===== config.mk =====
export PLATFORM = sky130hd
export DESIGN_NAME = wb_port_arbiter
export DESIGN_NICKNAME = d
export VERILOG_FILES = /design/src/rtl/wb_port_arbiter.sv
export SDC_FILE = /design/constraint.sdc
export NUM_CORES = 1
export LEC_CHECK = 0
export CAP_MARGIN = 10
export CORE_MARGIN = 4
export CORE_UTILIZATION = 40
export CTS_BUF_LIST = sky130_fd_sc_hd__clkbuf_8
export CTS_CLUSTER_DIAMETER = 150
export DETAILED_ROUTE_END_ITERATION = 8
export PLACE_DENSITY = 0.71
export SYNTH_ARGS = -nofsm -noshare
export SYNTH_HDL_FRONTEND = slang
export SYNTH_SLANG_ARGS = --single-unit

===== constraint.sdc =====
create_clock -name clk -period 3.5 [get_ports clk]
set_input_delay 0.7 -clock clk [delete_from_list [all_inputs] [get_ports clk]]
set_output_delay 0.7 -clock clk [all_outputs]
set_load 0.02 [all_outputs]

===== src/rtl/wb_port_arbiter.sv =====
// ---------------------------------------------------------------------------
// wb_port_arbiter
//
// Purpose:
//   Shares the single register-file write port between the in-order pipeline
//   writeback (MEM/WB outputs) and results coming back from a multi-cycle
//   long-latency unit (divider / multiplier). Long-unit results wait in a
//   small FIFO. The FIFO drains whenever the pipeline has no real write that
//   cycle. If the FIFO head is starved for too long, a one-cycle pipeline
//   stall is forced so the head can retire.
//
// Parameters:
//   DEPTH     long-unit result FIFO entries (power of two, >= 2)
//   MAX_WAIT  cycles the FIFO head may be denied before a forced grant (>= 1)
//
// Ports:
//   clk         in   rising-edge clock
//   rst         in   synchronous active-high reset
//   pipe_we     in   pipeline writeback enable
//   pipe_rd     in   pipeline destination register [4:0]
//   pipe_data   in   pipeline writeback data [31:0]
//   lu_valid    in   long-unit result valid
//   lu_rd       in   long-unit destination register [4:0]
//   lu_data     in   long-unit result data [31:0]
//   lu_ready    out  FIFO can accept a long-unit result
//   rf_we       out  register-file write enable
//   rf_waddr    out  register-file write address [4:0]
//   rf_wdata    out  register-file write data [31:0]
//   stall_pipe  out  freeze the pipeline this cycle (forced FIFO retire)
//   lu_pending  out  FIFO holds at least one result
// ---------------------------------------------------------------------------
module wb_port_arbiter #(
  parameter int DEPTH    = 2,
  parameter int MAX_WAIT = 4
) (
  input  logic        clk,
  input  logic        rst,
  input  logic        pipe_we,
  input  logic [4:0]  pipe_rd,
  input  logic [31:0] pipe_data,
  input  logic        lu_valid,
  input  logic [4:0]  lu_rd,
  input  logic [31:0] lu_data,
  output logic        lu_ready,
  output logic        rf_we,
  output logic [4:0]  rf_waddr,
  output logic [31:0] rf_wdata,
  output logic        stall_pipe,
  output logic        lu_pending
);

  localparam int CW = $clog2(DEPTH + 1);
  localparam int PW = $clog2(DEPTH);
  localparam int WW = $clog2(MAX_WAIT + 1);

  localparam logic [CW-1:0] FULL_COUNT = CW'(DEPTH);
  localparam logic [WW-1:0] WAIT_LAST  = WW'(MAX_WAIT - 1);
  localparam logic [WW-1:0] WAIT_SAT   = WW'(MAX_WAIT);

  typedef enum logic {
    NORMAL = 1'b0,
    FORCE  = 1'b1
  } state_t;

  state_t r_state;
  state_t w_nextState;

  logic [4:0]    r_memRd   [DEPTH];
  logic [31:0]   r_memData [DEPTH];
  logic [PW-1:0] r_wrPtr;
  logic [PW-1:0] r_rdPtr;
  logic [CW-1:0] r_count;
  logic [WW-1:0] r_waitCnt;

  logic        w_pipeEff;
  logic        w_headValid;
  logic        w_luReady;
  logic        w_push;
  logic        w_pop;
  logic        w_grantPipe;
  logic        w_stall;
  logic [4:0]  w_headRd;
  logic [31:0] w_headData;

  // A write to x0 is architecturally a no-op, so it never claims the port
  // and never occupies a FIFO slot.
  assign w_pipeEff   = pipe_we && (pipe_rd != 5'd0);
  assign w_headValid = (r_count != '0);
  assign w_headRd    = r_memRd[r_rdPtr];
  assign w_headData  = r_memData[r_rdPtr];

  // Ready comes only from the registered count; a pop in the same cycle as
  // a full FIFO does not open a slot until the following cycle.
  assign w_luReady = (r_count != FULL_COUNT) && !rst;
  assign w_push    = lu_valid && w_luReady && (lu_rd != 5'd0);

  // Next-state and grant decision. In NORMAL the pipeline always wins; the
  // FIFO only gets bubbles. The FORCE state is entered on the edge where
  // the head has been denied for MAX_WAIT cycles, and in that state the
  // pipeline is frozen so the head takes the port.
  always_comb begin
    w_nextState = r_state;
    w_pop       = 1'b0;
    w_grantPipe = 1'b0;
    w_stall     = 1'b0;
    unique case (r_state)
      NORMAL: begin
        if (w_pipeEff) begin
          w_grantPipe = 1'b1;
        end else if (w_headValid) begin
          w_pop = 1'b1;
        end
        if (w_headValid && !w_pop && (r_waitCnt == WAIT_LAST)) begin
          w_nextState = FORCE;
        end
      end
      FORCE: begin
        w_stall     = 1'b1;
        w_pop       = w_headValid;
        w_nextState = NORMAL;
      end
      default: begin
        w_nextState = NORMAL;
      end
    endcase
  end

  // Output mux. Everything is held at zero while reset is asserted so the
  // register file sees no spurious write during reset.
  always_comb begin
    rf_we      = 1'b0;
    rf_waddr   = 5'd0;
    rf_wdata   = 32'd0;
    stall_pipe = 1'b0;
    lu_ready   = 1'b0;
    lu_pending = 1'b0;
    if (!rst) begin
      lu_ready   = w_luReady;
      lu_pending = w_headValid;
      stall_pipe = w_stall;
      if (w_grantPipe) begin
        rf_we    = 1'b1;
        rf_waddr = pipe_rd;
        rf_wdata = pipe_data;
      end else if (w_pop) begin
        rf_we    = 1'b1;
        rf_waddr = w_headRd;
        rf_wdata = w_headData;
      end
    end
  end

  // FIFO storage. Contents need no reset; validity is tracked by r_count.
  always_ff @(posedge clk) begin
    if (w_push) begin
      r_memRd[r_wrPtr]   <= lu_rd;
      r_memData[r_wrPtr] <= lu_data;
    end
  end

  // State, pointers, occupancy and starvation timer. Pointers wrap
  // naturally because DEPTH is a power of two. The starvation timer only
  // runs while a head exists and is being denied, and restarts on every pop.
  always_ff @(posedge clk) begin
    if (rst) begin
      r_state   <= NORMAL;
      r_wrPtr   <= '0;
      r_rdPtr   <= '0;
      r_count   <= '0;
      r_waitCnt <= '0;
    end else begin
      r_state <= w_nextState;
      if (w_push) begin
        r_wrPtr <= r_wrPtr + 1'b1;
      end
      if (w_pop) begin
        r_rdPtr <= r_rdPtr + 1'b1;
      end
      unique case ({w_push, w_pop})
        2'b10:   r_count <= r_count + 1'b1;
        2'b01:   r_count <= r_count - 1'b1;
        default: r_count <= r_count;
      endcase
      if (w_pop || !w_headValid) begin
        r_waitCnt <= '0;
      end else if (r_waitCnt != WAIT_SAT) begin
        r_waitCnt <= r_waitCnt + 1'b1;
      end
    end
  end

endmodule

# Word-level counts from Yosys, hierarchy flattened
# Memory sizes are Yosys's and may differ from the RTL's. A register that Yosys moved wholly into a read port is not among the register bits.
# Cells that the tools add are included.
# op_classes
n_addsub	5
n_eq_ne	5
muxes	28
n_bitwise	1
n_reduce_logical	15
# ops
cell	n
$mux 32	3
$mux 1	19
$mux 5	3
$reduce_bool 5->1	2
$logic_and 1x1->1	6
$pmux 1 s2	2
$pmux 2 s2	1
$reduce_bool 2->1	2
$add 3x1->3 const B	1
$eq 3x2->1 const B	1
$logic_not 1->1	3
$ne 3x3->1 const B	1
$add 1x1->1 const B	2
$add 2x1->2 const B	1
$eq 2x1->1 const B	1
$eq 2x2->1 const B	1
$ne 2x2->1 const B	1
$reduce_or 2->1	1
$sub 2x1->2 const B	1
$logic_or 1x1->1	1
$not 1->1	1
# word_totals
ff_bits	8
mem_bits_rw	74
input_bits	78
out_inout_bits	41
elab_cells	61
mem_count	2
# mem_list
name	depth	width	rd	rd_ports_with_merged_regs	wr	line	rtl
r_memData	2	32	1	1	1	69	logic [31:0] r_memData [DEPTH];
r_memRd	2	5	1	1	1	68	logic [4:0] r_memRd [DEPTH];

# Longest topological paths before layout
# logic_depth
ltp_word	9
depth_mapped	9

# Least setup slack after synthesis
# OpenSTA, ideal clock, no wires.
# synth_timing
path_kind	input-to-reg
from	input rst
to	memory r_memData[0][0] (enable)
t_arrival_ns	3.157
t_required_ns	3.069
slack_ns	-0.089
cell_stages	4
path_cell_list	clkbuf_1 -> a21oi_1 -> o211ai_1 -> nor2_1
# synth_between
elab_chain_cells	6
# synth_rtl
element	line	rtl
start: declaration	37	input logic rst,
$logic_not 1->1	n/a	
$logic_and 1x1->1	94	assign w_luReady = (r_count != FULL_COUNT) && !rst;
$logic_and 1x1->1 (2 in a row)	95	assign w_push = lu_valid && w_luReady && (lu_rd != 5'd0);
$mux 1	155	if (w_push) begin
$mux 1 (implied by the code)	157	r_memData[r_wrPtr] <= lu_data;
end: declaration	69	
# Every way passes these cells.

# Worst setup path after layout
# layout_timing
from	input pipe_rd[0]
to	output rf_wdata[23]
# layout_between
elab_chain_cells	8
# layout_rtl
element	line	rtl
start: declaration	39	input logic [4:0] pipe_rd,
$reduce_bool 5->1 *	87	assign w_pipeEff = pipe_we && (pipe_rd != 5'd0);
$logic_and 1x1->1 *	87	
$mux 1	108	if (w_pipeEff) begin
$mux 1	106	unique case (r_state)
$pmux 1 s2	106	
$mux 32	145	end else if (w_pop) begin
$mux 32 *	141	if (w_grantPipe) begin
$mux 32 *	137	if (!rst) begin
end: declaration	47	output logic [31:0] rf_wdata,
# Mark *: on every way between the ends. The rest lies on a longest branch, timed or not. The select of a mux whose other input is x is not followed.

==> summary.txt <==
Status
  • Status: completed

Logic synthesis
  • Area contributors post-synth: edfxtp_1 60%, mux2_2 11%, a21oi_1 5.8%, nand3_1 5.0%, dfxtp_1 4.9%
  • Synth top area share: 60.16%
  • Dominant cell type by area after synthesis: edfxtp_1
  • Yosys cell types: 28
  • Sequential area share after synthesis: 65.04%
  • Cells after Synth: 296
  • Mapped Nets: 378
  • Mean Syn Cell Area: roughly 12 sq um
  • Post-synthesis cell area: 3694 sq um
  • Number of synthesized register bits: 83
  • Synth Warn #: 0

Place
  • Pre-CTS setup slack: -0.2436 ns
  • Gpl congestion: 0.7429
  • HPWL Detailed: 5.771 mm
  • Port Buffer Count: 118

GRT
  • First-pass GRT wire length: 13.82 mm
  • GRT overflow: 0
  • Largest net degree at the start of global routing: 39
  • Met2 usage: 26.93%
  • Vias in the first global route: roughly 2700
  • Total GRT Usage: 16.00%
  • Gr busiest metal: met2
  • Met1 Use GR: 19.52%
  • GR Util met3: 4.097%
  • Initial antenna violation count: 0

CTS
  • CTS tree: done
  • CTS root buf: clkbuf_8
  • Hold-fix buffers, CTS: 0
  • Clk pin slew, worst setup/hold paths: 0.08 ns
  • Post-CTS resize count: 37
  • CTS buffer count: 9
  • Clk_lat worst skew: 0.35 ns
  • CTS HTree Levels: 3
  • Clock Sinks: between 80 and 90
  • Setup Buffers After CTS: 0
  • CTS max path bufs: 2

Die
  • Initial cell density of the core: 41.74%
  • Die width: 104.1 um
  • CORE AREA: 8848 sq um
  • Die ar.: between 10000 and 15000 sq um
  • Die height: 104.1 um
  • IO Pins: about 120
  • Site Rows: 34

Timing
  • Fmax: around 290 MHz
  • Clock Skews: ~0.0097 ns
  • RSZ-0062 raised after global routing: false
  • Final setup fails: 0
  • Worst slew pin tran: 1.096 ns
  • Final WS setup: 0.08371 ns
  • Min Tclk post-route: about 3.4 ns
  • Worst slew margin: 26.73%
  • Period utilisation layout: between 90 and 100%
  • Final hold viol count: 0
  • Slew Limit Fails: 0

Critical path
  • Worst path max stage delay: 0.57 ns
  • Worst reg-to-reg path cell count: 5
  • Reg2Reg Setup Slack: 1.24 ns
  • Critical path origin: pipe_rd[0]
  • CP endpoint kind: output port
  • CP Cell Sequence: clkdlybuf4s50_1 -> or4_4 -> o21ai_4 -> buf_12 -> nand3_1 -> a21oi_1 -> dlygate4sd2_1
  • Worst r2r src: r_count[0]$_SDFFE_PP0P_
  • Worst setup SP type: input port
  • Req. time, crit path: roughly 2.8 ns
  • R2R Path End: r_memData[0][21]$_DFFE_PP_
  • Worst-path maximum fanout: 38
  • Worst Setup Path Type: in -> out
  • CP endpoint: rf_wdata[23]
  • CP max-delay cell: or4_4
  • Worst EP arrival: approximately 2.7 ns

Detailed routing
  • Routed WL: 8.506 mm
  • Vias: 2686
  • Final antenna-violating net count: 0
  • Initial DRC Count: 80
  • # DRC: 0
  • Vias per inst: 5.116
  • Drt wl/cell: 16.20 um
  • Drt pass-1 iters: 4

Cells and area
  • Diode count: 0
  • Final net count: 494
  • Share of cells above drive strength 1: 18.94%
  • Area grow syn2layout: 40.58%
  • Layout fillers: about 760
  • Area of the multi-input gates: 1207 sq um
  • Sequential cell area: 2404 sq um

Min path
  • Hold Crit Class: reg -> reg

Job
  • Max-cap violations: 0

Power and ir drop
  • Reg power frac: 43.2%
  • VDD IR max: 272.2 uV
  • Switching Power: 0.8199 mW
  • Leakage: 1.856 nW
  • Switching Fraction: 28.81%
  • Pint: 2.026 mW
  • Total Power: 2.846 mW
  • Clk pwr share: between 20% and 30%
  • PD cells: 548.1 nW/um^2
  • Combinational Power Share: 28.0%
-- power by group through the flow --
stage                     Sequential (mW)  Combinational, mW  Clock, mW
final                                1.23              0.796      0.819
after global routing                 1.24              0.872      0.872
after CTS                            1.23              0.809      0.836
after detailed placement             1.26              0.843          0
after global placement               1.25              0.830          0
after floorplan                      1.22              0.531          0
-- sequential cells by signal, summed over array words and instances (netlist names), named ones only --
name,count
r_memData,64
r_memRd,10
r_waitCnt,3
r_count,2
r_rdPtr,1
r_state,1
r_wrPtr,1
-- cells in the final DEF (no fill, tap or decap), drive strengths merged --
master | netlist | final
o21a | 1 | 1
or2 | 1 | 1
or4 | 2 | 2
buf | 9 | 9
o211ai | 1 | 1
clkinv | 0 | 1
dlymetal6s2s | 0 | 1
clkbuf | 12 | 23
or3 | 2 | 2
edfxtp | 74 | 74
clkdlybuf4s15 | 0 | 12
mux2 | 37 | 37
nand2 | 39 | 39
clkdlybuf4s50 | 0 | 79
inv | 5 | 7
xor2 | 1 | 1
xnor2 | 2 | 2
mux2i | 1 | 1
bufinv | 0 | 3
and3 | 1 | 1
dlygate4sd2 | 0 | 12
a21oi | 43 | 43
ha | 4 | 4
o21ai | 3 | 3
nand3 | 37 | 37
nor2b | 2 | 2
dfxtp | 9 | 9
a32oi | 1 | 1
nor2 | 8 | 8
nand2b | 1 | 1
-- worst max-delay path: cells and delay by family --
| kind | cells | cell delay (ns) |
|---|---|---|
| and+or+nand+nor | 2 | 0.68 |
| AOI/OAI and AO/OA | 2 | 0.33 |
| buffers and inverters | 3 | 1.00 |
-- cells in the mapped netlist --
| library cell | count |
|---|---|
| xor2_1 | 1 |
| edfxtp_1 | 74 |
| dfxtp_1 | 9 |
| ha_1 | 4 |
| nor2b_1 | 2 |
| buf_6 | 1 |
| or4_4 | 1 |
| inv_1 | 5 |
| o21ai_0 | 2 |
| nand2_1 | 39 |
| xnor2_1 | 2 |
| and3_1 | 1 |
| o21ai_1 | 1 |
| or2_2 | 1 |
| mux2_2 | 37 |
| or4_1 | 1 |
| or3_1 | 2 |
| o211ai_1 | 1 |
| nand3_1 | 37 |
| nand2b_1 | 1 |
| a21oi_1 | 43 |
| o21a_1 | 1 |
| nor2_1 | 8 |
| buf_1 | 4 |
| clkbuf_1 | 12 |
| a32oi_1 | 1 |
| buf_2 | 4 |
| mux2i_1 | 1 |
-- logic make-up after synthesis --
| kind of cell | synth area share (%) |
|---|---|
| AND/OR/NAND/NOR | 11.48 |
| AO/OA/AOI/OAI | 6.877 |
| buffers and inverters | 2.981 |
| adder cells (fa/ha/maj) | 1.355 |
| flip-flops | 65.04 |
| XOR/XNOR | 0.7115 |
| multiplexers | 11.55 |
-- worst min path at each step --
stage | start | slack [ns] | cells after the start | endpoint
finish | r_waitCnt[2]$_SDFFE_PP0P_ | 0.50 | 2 | r_waitCnt[1]$_SDFFE_PP0P_
detailed placement | r_waitCnt[2]$_SDFFE_PP0P_ | 0.50 | 2 | r_waitCnt[1]$_SDFFE_PP0P_
floorplan | r_wrPtr$_SDFFE_PP0P_ | 0.45 | 1 | r_wrPtr$_SDFFE_PP0P_
CTS | r_waitCnt[2]$_SDFFE_PP0P_ | 0.51 | 2 | r_waitCnt[1]$_SDFFE_PP0P_
global route | r_waitCnt[2]$_SDFFE_PP0P_ | 0.53 | 2 | r_waitCnt[1]$_SDFFE_PP0P_
global placement | r_waitCnt[2]$_SDFFE_PP0P_ | 0.47 | 2 | r_waitCnt[1]$_SDFFE_PP0P_
-- cell type report --
cell class | count | area share (%)
inverter | 5 | 0.3614
clock inverter | 6 | 2.048
clock buffer | 10 | 2.651
multi-input combinational | 187 | 23.25
sequential | 83 | 46.29
tap | 108 | 2.602
timing repair buffer | 126 | 22.80
-- per-layer routing --
| metal | wire length [um] | vias to the layer above |
|---|---|---|
| met5 | 0 | - |
| li1 | - | 1318 |
| met2 | 4300 | 78 |
| met1 | 3622 | 1277 |
| met4 | 146 | 0 |
| met3 | 437 | 13 |
-- metrics by stage --
stage          instance area [sq um]  cells  TNS [ns]  util [%]  hold WS [ns]
5_1_grt                         5192    525         0     58.68        0.5250
2_1_floorplan                   3694    296    -6.560         -        0.4504
6_report                        5192    525         0     58.68        0.4984
3_3_place_gp                    5026    509    -5.882     56.80        0.4665
4_1_cts                         5224    525         0     59.04        0.5075
3_5_place_dp                    5026    509    -6.756     56.80        0.4967
No activity file was read; power rests on OpenSTA's default activity.
